===== src/rtl/cic_comp_pkg.sv =====
// Shared constants and types for the CIC compensation FIR.
package cic_comp_pkg;

    localparam int NTAPS     = 7;
    localparam int SHIFT     = 5;
    localparam int ACC_EXTRA = 8;   // accumulator is DW + ACC_EXTRA bits
    localparam int COEF_W    = 6;
    localparam int IDX_W     = 3;

    // Symmetric taps, sum = 32 = 2**SHIFT, so DC gain is 1 after the shift.
    localparam logic signed [COEF_W-1:0] COEF [NTAPS] = '{
        -6'sd1, 6'sd0, 6'sd9, 6'sd16, 6'sd9, 6'sd0, -6'sd1
    };

    typedef enum logic [1:0] {
        IDLE  = 2'd0,
        MAC   = 2'd1,
        ROUND = 2'd2
    } fir_state_t;

    // Coefficient lookup that returns zero past the last tap.
    function automatic logic signed [COEF_W-1:0] coef_at(input logic [IDX_W-1:0] i);
        if (i < IDX_W'(NTAPS)) begin
            return COEF[i];
        end
        return '0;
    endfunction

endpackage


===== src/rtl/cic_comp_rndsat.sv =====
// Round-half-up arithmetic shift by SHIFT, then clamp to the signed DW range.
module cic_comp_rndsat
    import cic_comp_pkg::*;
#(
    parameter int DW = 16
) (
    input  logic signed [DW+ACC_EXTRA-1:0] acc,
    output logic signed [DW-1:0]           dout
);

    localparam int AW = DW + ACC_EXTRA;
    localparam int BW = AW + 1;       // one guard bit so the rounding add cannot wrap
    localparam int SW = BW - SHIFT;

    localparam logic signed [BW-1:0] HALF    = BW'(2 ** (SHIFT - 1));
    localparam logic signed [SW-1:0] SAT_MAX = {{(SW - DW + 1){1'b0}}, {(DW - 1){1'b1}}};
    localparam logic signed [SW-1:0] SAT_MIN = {{(SW - DW + 1){1'b1}}, {(DW - 1){1'b0}}};

    logic signed [BW-1:0] biased;
    logic signed [SW-1:0] shifted;

    // Add half an LSB, drop SHIFT bits (floor), then saturate.
    always_comb begin
        biased  = BW'(acc) + HALF;
        shifted = biased[BW-1:SHIFT];
        if (shifted > SAT_MAX) begin
            dout = SAT_MAX[DW-1:0];
        end else if (shifted < SAT_MIN) begin
            dout = SAT_MIN[DW-1:0];
        end else begin
            dout = shifted[DW-1:0];
        end
    end

endmodule


===== src/rtl/cic_comp_fir.sv =====
// 7-tap symmetric compensation FIR behind the CIC decimator.
// One serial MAC per tap: accept in IDLE, seven MAC cycles, one ROUND cycle.
//
// Handshake: in_valid is a one-cycle strobe with no back-pressure. A strobe
// seen in IDLE is accepted on that edge; a strobe seen while busy is dropped,
// leaves the delay line and accumulator untouched, and sets the sticky
// overrun flag. out_valid is a one-cycle strobe; data_out holds between
// strobes.
module cic_comp_fir
    import cic_comp_pkg::*;
#(
    parameter int DW = 16
) (
    input  logic                 clk,
    input  logic                 reset,
    input  logic                 in_valid,
    input  logic signed [DW-1:0] data_in,
    input  logic                 ovr_clr,
    output logic signed [DW-1:0] data_out,
    output logic                 out_valid,
    output logic                 busy,
    output logic                 overrun,
    output fir_state_t           state_dbg
);

    localparam int ACC_W = DW + ACC_EXTRA;

    fir_state_t state_q;
    fir_state_t state_d;

    logic signed [DW-1:0]     tap_q [NTAPS];
    logic signed [ACC_W-1:0]  acc_q;
    logic [IDX_W-1:0]         idx_q;

    logic                     accept;
    logic                     drop;
    logic signed [DW-1:0]     tap_sel;
    logic signed [COEF_W-1:0] coef_sel;
    logic signed [ACC_W-1:0]  mac_term;
    logic signed [DW-1:0]     rnd_out;

    // State register.
    always_ff @(posedge clk) begin
        if (reset) begin
            state_q <= IDLE;
        end else begin
            state_q <= state_d;
        end
    end

    // Next-state logic plus accept/drop qualification of the input strobe.
    always_comb begin
        state_d = state_q;
        accept  = 1'b0;
        drop    = 1'b0;
        case (state_q)
            IDLE: begin
                if (in_valid) begin
                    accept  = 1'b1;
                    state_d = MAC;
                end
            end
            MAC: begin
                drop = in_valid;
                if (idx_q == IDX_W'(NTAPS - 1)) begin
                    state_d = ROUND;
                end
            end
            ROUND: begin
                drop    = in_valid;
                state_d = IDLE;
            end
            default: begin
                state_d = IDLE;
            end
        endcase
    end

    // Select the current tap and coefficient and form the product at full accumulator width.
    always_comb begin
        tap_sel  = '0;
        coef_sel = coef_at(idx_q);
        if (idx_q < IDX_W'(NTAPS)) begin
            tap_sel = tap_q[idx_q];
        end
        mac_term = ACC_W'(tap_sel) * ACC_W'(coef_sel);
    end

    // Delay line, accumulator and tap index.
    always_ff @(posedge clk) begin
        if (reset) begin
            for (int k = 0; k < NTAPS; k++) begin
                tap_q[k] <= '0;
            end
            acc_q <= '0;
            idx_q <= '0;
        end else if (accept) begin
            for (int k = NTAPS - 1; k > 0; k--) begin
                tap_q[k] <= tap_q[k-1];
            end
            tap_q[0] <= data_in;
            acc_q    <= '0;
            idx_q    <= '0;
        end else if (state_q == MAC) begin
            acc_q <= acc_q + mac_term;
            idx_q <= idx_q + 1'b1;
        end
    end

    cic_comp_rndsat #(
        .DW (DW)
    ) u_rndsat (
        .acc  (acc_q),
        .dout (rnd_out)
    );

    // Output register: capture the rounded result in ROUND, pulse out_valid once.
    always_ff @(posedge clk) begin
        if (reset) begin
            data_out  <= '0;
            out_valid <= 1'b0;
        end else begin
            out_valid <= (state_q == ROUND);
            if (state_q == ROUND) begin
                data_out <= rnd_out;
            end
        end
    end

    // Sticky overrun flag; a drop in the same cycle as a clear keeps it set.
    always_ff @(posedge clk) begin
        if (reset) begin
            overrun <= 1'b0;
        end else if (drop) begin
            overrun <= 1'b1;
        end else if (ovr_clr) begin
            overrun <= 1'b0;
        end
    end

    assign busy      = (state_q != IDLE);
    assign state_dbg = state_q;

endmodule


===== config.mk =====
export PLATFORM = sky130hd
export DESIGN_NAME = cic_comp_fir
export DESIGN_NICKNAME = d
export VERILOG_FILES = /design/src/rtl/cic_comp_pkg.sv /design/src/rtl/cic_comp_rndsat.sv /design/src/rtl/cic_comp_fir.sv
export SDC_FILE = /design/constraint.sdc
export NUM_CORES = 1
export LEC_CHECK = 0
export ABC_AREA = 1
export BUFFER_PORTS_ARGS = -buffer_cell sky130_fd_sc_hd__buf_2
export CAP_MARGIN = 20
export CORE_UTILIZATION = 50
export CTS_BUF_LIST = sky130_fd_sc_hd__clkbuf_4 sky130_fd_sc_hd__clkbuf_8 sky130_fd_sc_hd__clkbuf_16
export CTS_CLUSTER_DIAMETER = 60
export CTS_CLUSTER_SIZE = 28
export DETAILED_ROUTE_END_ITERATION = 7
export PLACE_DENSITY_LB_ADDON = 0.25
export SLEW_MARGIN = 20
export SYNTH_ARGS = -nofsm -noshare
export SYNTH_HDL_FRONTEND = slang
export SYNTH_SLANG_ARGS = --single-unit

===== constraint.sdc =====
create_clock -name clk -period 6.88 [get_ports clk]
set_input_delay 1.376 -clock clk [delete_from_list [all_inputs] [get_ports clk]]
set_output_delay 1.376 -clock clk [all_outputs]
set_load 0.01 [all_outputs]

# ---- Word-level counts from Yosys, hierarchy flattened
# Memory sizes are Yosys's and may differ from the RTL's. A register that Yosys moved wholly into a read port is not among the register bits.
# Cells that the tools add are included.
dict set report totals {
  regBits 47
  mem_bits_rw 112
  rom_bits 48
  inputBits 20
  elab_cells 65
  mem_count 2
}
# name words word_bits read_ports rd_clocked_by_memory_dff wr line
set memory_table {}
lappend memory_table {tap_q 7 16 7 1 7 cic_comp_fir.sv:31} ;# logic signed [DW-1:0] tap_q [NTAPS];
lappend memory_table {{(name not given)} 8 6 1 0 0 cic_comp_pkg.sv:24} ;# return COEF[i];
dict set report classes {
  addsub 3
  mul 1
  n_lt_le_gt_ge 4
  eq_ne 5
  n_mux 30
  bitwise 8
  n_reduce_logical 6
}
# operator count
set ops {}
lappend ops {{16-bit two-way mux} 10}
lappend ops {{24-bit by 6-bit adder with 25-bit output, second input constant} 1}
lappend ops {{24-bit by 22-bit adder with 24-bit output} 1}
lappend ops {{6-bit two-way mux} 4}
lappend ops {{16-bit by 6-bit multiplier with 22-bit output} 1}
lappend ops {{20-bit by 16-bit > comparator with 1-bit output, second input constant} 1}
lappend ops {{20-bit by 16-bit less-than comparator with 1-bit output, second input constant} 1}
lappend ops {{1-bit two-way mux} 11}
lappend ops {{1-bit OR} 7}
lappend ops {{3-bit two-way mux} 2}
lappend ops {{4-bit >= comparator, second input constant} 1}
lappend ops {{2-bit two-way mux} 2}
lappend ops {{2-bit inequality test, second input constant} 2}
lappend ops {{3-bit inverter with 4-bit output} 1}
lappend ops {{2-bit case mux with 2 select lines} 1}
lappend ops {{2-bit nonzero test} 2}
lappend ops {{2-bit OR reduction} 2}
lappend ops {{3-bit by 1-bit adder with 3-bit output, second input constant} 1}
lappend ops {{3-bit == test, second input constant} 1}
lappend ops {{3-bit less-than comparator, second input constant} 1}
lappend ops {{2-bit by 1-bit == test with 1-bit output, second input constant} 1}
lappend ops {{2-bit == test, second input constant} 1}
lappend ops {{2-bit logical NOT} 1}
lappend ops {{2-bit AND reduction} 1}

# ---- Depth between registers and ports, before layout
dict set report logic_depth {
  word_depth 8
  ltp_mapped 30
}

# ---- Hierarchy
# A second synthesis with hierarchy kept.
dict set report hier_totals {
  hier_cells 1535
  area_unflattened_um2 12419.4
}
# module n_inst cells_per_inst area_per_inst_um2 seq_area_each_um2
set by_module_without_submodules {}
lappend by_module_without_submodules {cic_comp_fir 1 1403 11743.8 4364.2}
lappend by_module_without_submodules {cic_comp_rndsat 1 132 675.6 0.0}

# ---- Least setup slack after synthesis
# Ideal clock, no wire load.
dict set report synth_timing {
  path_type {input to register}
  startpoint {in in_valid}
  endpoint {mem tap_q[0][0], enable pin}
  setup_ns 0.520
  arrival_time_ns 4.831
  required_time_ns 6.360
  slack_ns 1.529
  path_stages 3
  path_buffers 1
  path_cell_list {a21oi_1 > clkinv_1 > clkbuf_1}
}
# element line
set synth_lines {}
lappend synth_lines {{from (decl)} cic_comp_fir.sv:16} ;# input logic in_valid,
lappend synth_lines {{to (decl)} cic_comp_fir.sv:31}

==> results.yml <==
sta:
  clock.fmax_mhz: 165
  setup-tns-final_ns: 0
  slew_headroom: 0.346
  maxSlewViolCount: 0
  period_needed_ns: 6.07
  post-route-period-util: 0.883
  setup_viol: 0
  clock_skew_ns: 0.0156
  rsz0062_at_grt: "false"
  hold_violations: 0
  worst_pin_slew_ns: 0.982
  holdWs_ns: 0.469
worst_setup_path:
  cp_slowest_stage_delay_ns: 0.81
  worst-r2r-cell-count: 27
  timing.critical_path.from_type: "register"
  cp_max_fo: 43
  arrival_ns: 6.40
  cp_slowest_cell: "dfxtp_2"
  endpoint_kind: "register"
  worst_path_most_repeated_cell: "inv_1"
  crit_required_ns: 7.21
  critical_path_class: "reg -> reg"
global_routing:
  grt_overflow: 0
  track_usage: 0.221
  grt_pass1_wl_um: 42900
  antenna_found_initial: 0
  grt_max_degree: 85
  grt_pass1_vias: 8867
clocking:
  clockBufferDepth: 2
  cts_setup_buffers: 0
  numClockSinks: 162
  cts_resized: 0
  cts_buffers: 17
  hold_buffers: 0
  tritoncts: "yes"
  insertion_delay_ns: 0.43
  clock-root-buffer: "clkbuf_16"
  clk_pin_slew_ns: 0.08
  htreeDepth: 4
floorplan:
  start_util: 0.514
  core-area_um2: 23600
  dieWidth_um: 158
  die-height_um: 158
  die_area_um2: 24900
  row_count: 56
  ios: 41
yosys:
  yosys_warnings: 0
  netlist_instances: 1481
  syn_nets: 1649
  synth-edff-count: 112
  mappedNetlistArea_um2: 12100
  ys_ff_latch: 162
  synthArstFlopShare: 0
  seq_area_frac_synth: 0.360
  avgSynthCellArea_um2: 8.19
  synth_ff_type: "edfxtp_1"
  ys_types: 42
route:
  postRouteAntennaNets: 0
  vias_per_cell: 4.95
  drt_iter0_drc: 629
  wl_per_cell_um: 14.0
  route.detailed.drc: 0
  via_count: 9067
  firstDrtPassIters: 5
  drt_wl_total_um: 25600
hold_path:
  hold_depth: 2
  min_path_type: "reg -> reg"
placed_design:
  gp_congestion: 0.850
  hpwl_um: 19100
  io_buffers: 40
status:
  run_status: "completed"
cells_and_area:
  nets: 1669
  drive_above_1_share: 0.0971
  synthToLayoutAreaGrowth_pct: 8.73
  antenna_cells: 0
flow_run:
  drv_cap: 0
state kept, by name (all words and copies together), names as in the netlist, named ones only:
signal / count
overrun: 1
data_out: 16
out_valid: 1
idx_q: 3
state_dbg: 2
acc_q: 24
tap_q: 112
worst paths after layout:
kind	from	end	slack, ns
max	register	acc_q[21]	0.81
min	overrun	overrun	0.47
max reg2reg	register	acc_q[21]	0.81
min reg2reg	overrun	overrun	0.47
worst max-delay path: cells and delay by family, from the launching register on:
| kind | cells | cell delay (ns) |
|---|---|---|
| fa+ha+maj | 5 | 2.43 |
| simple gates | 9 | 0.86 |
| buf+inv | 7 | 0.72 |
| flops | 1 | 0.81 |
| compound gates | 6 | 1.19 |
metal layers:
metal,global-route usage,part of all wire
met4,0.0633,0.014
met1,0.295,0.47
met5,0,0
met2,0.377,0.48
met3,0.0285,0.033
logic make-up (layout without fill, tap and decap cells):
family	Yosys count	after routing	share of synthesized area
xor gates and xnor gates	33	33	0.0238
buffers and inverters	381	414	0.120
AOI/OAI and AO/OA	248	248	0.110
and+or+nand+nor	509	509	0.182
adders and majority gates	148	148	0.205
DFF	162	162	0.360
cell usage in the layout, fill, tap and decap left out, drive strengths merged:
cell type / synthesis / final
a211oi: 4 / 4
a21o: 2 / 2
a21oi: 131 / 131
a31oi: 3 / 3
buf: 14 / 49
clkbuf: 34 / 17
clkinv: 4 / 9
dfxtp: 50 / 50
edfxtp: 112 / 112
fa: 84 / 84
ha: 64 / 64
inv: 329 / 339
nand2: 178 / 178
nand3: 52 / 52
nand4: 8 / 8
nor2: 264 / 264
nor3: 6 / 6
o211ai: 3 / 3
o21a: 1 / 1
o21ai: 101 / 101
o21bai: 1 / 1
o22ai: 1 / 1
o31ai: 1 / 1
or2: 1 / 1
xnor2: 8 / 8
xor2: 25 / 25
stage by stage:
stage | setup slack (ns) | instance area, um^2 | instances | utilization
2_1_floorplan | 1.53 | 12100 | 1481 | -
3_3_place_gp | 0.905 | 12600 | 1801 | 0.534
3_5_place_dp | 0.825 | 12600 | 1801 | 0.534
4_1_cts | 0.806 | 13200 | 1833 | 0.559
5_1_grt | 0.296 | 13200 | 1833 | 0.559
6_report | 0.805 | 13200 | 1833 | 0.559
cells in the mapped netlist (11+ instances only):
| library cell | n | area [um^2] |
|---|---|---|
| ha_1 | 64 | 801 |
| fa_1 | 84 | 1680 |
| a21oi_2 | 11 | 96.3 |
| clkbuf_1 | 33 | 124 |
| nand3_1 | 48 | 240 |
| xor2_1 | 25 | 219 |
| inv_1 | 326 | 1220 |
| edfxtp_1 | 112 | 3360 |
| o21ai_0 | 98 | 490 |
| nand2_1 | 169 | 634 |
| nor2_1 | 232 | 871 |
| nor2_2 | 26 | 163 |
| dfxtp_1 | 50 | 1000 |
| a21oi_1 | 120 | 601 |
layout make-up:
type	instances	area, um^2
Clock buffer	17	425
Tap cell	319	399
Fill cell	2233	10400
Multi-Input combinational cell	938	6330
Sequential cell	162	4370
Timing Repair Buffer	49	268
Clock inverter	15	156
Inverter	333	1250
Power is left out: the tool's default activity adds up to more than one toggle a clock period on the data nets, which glitch-free logic cannot reach.
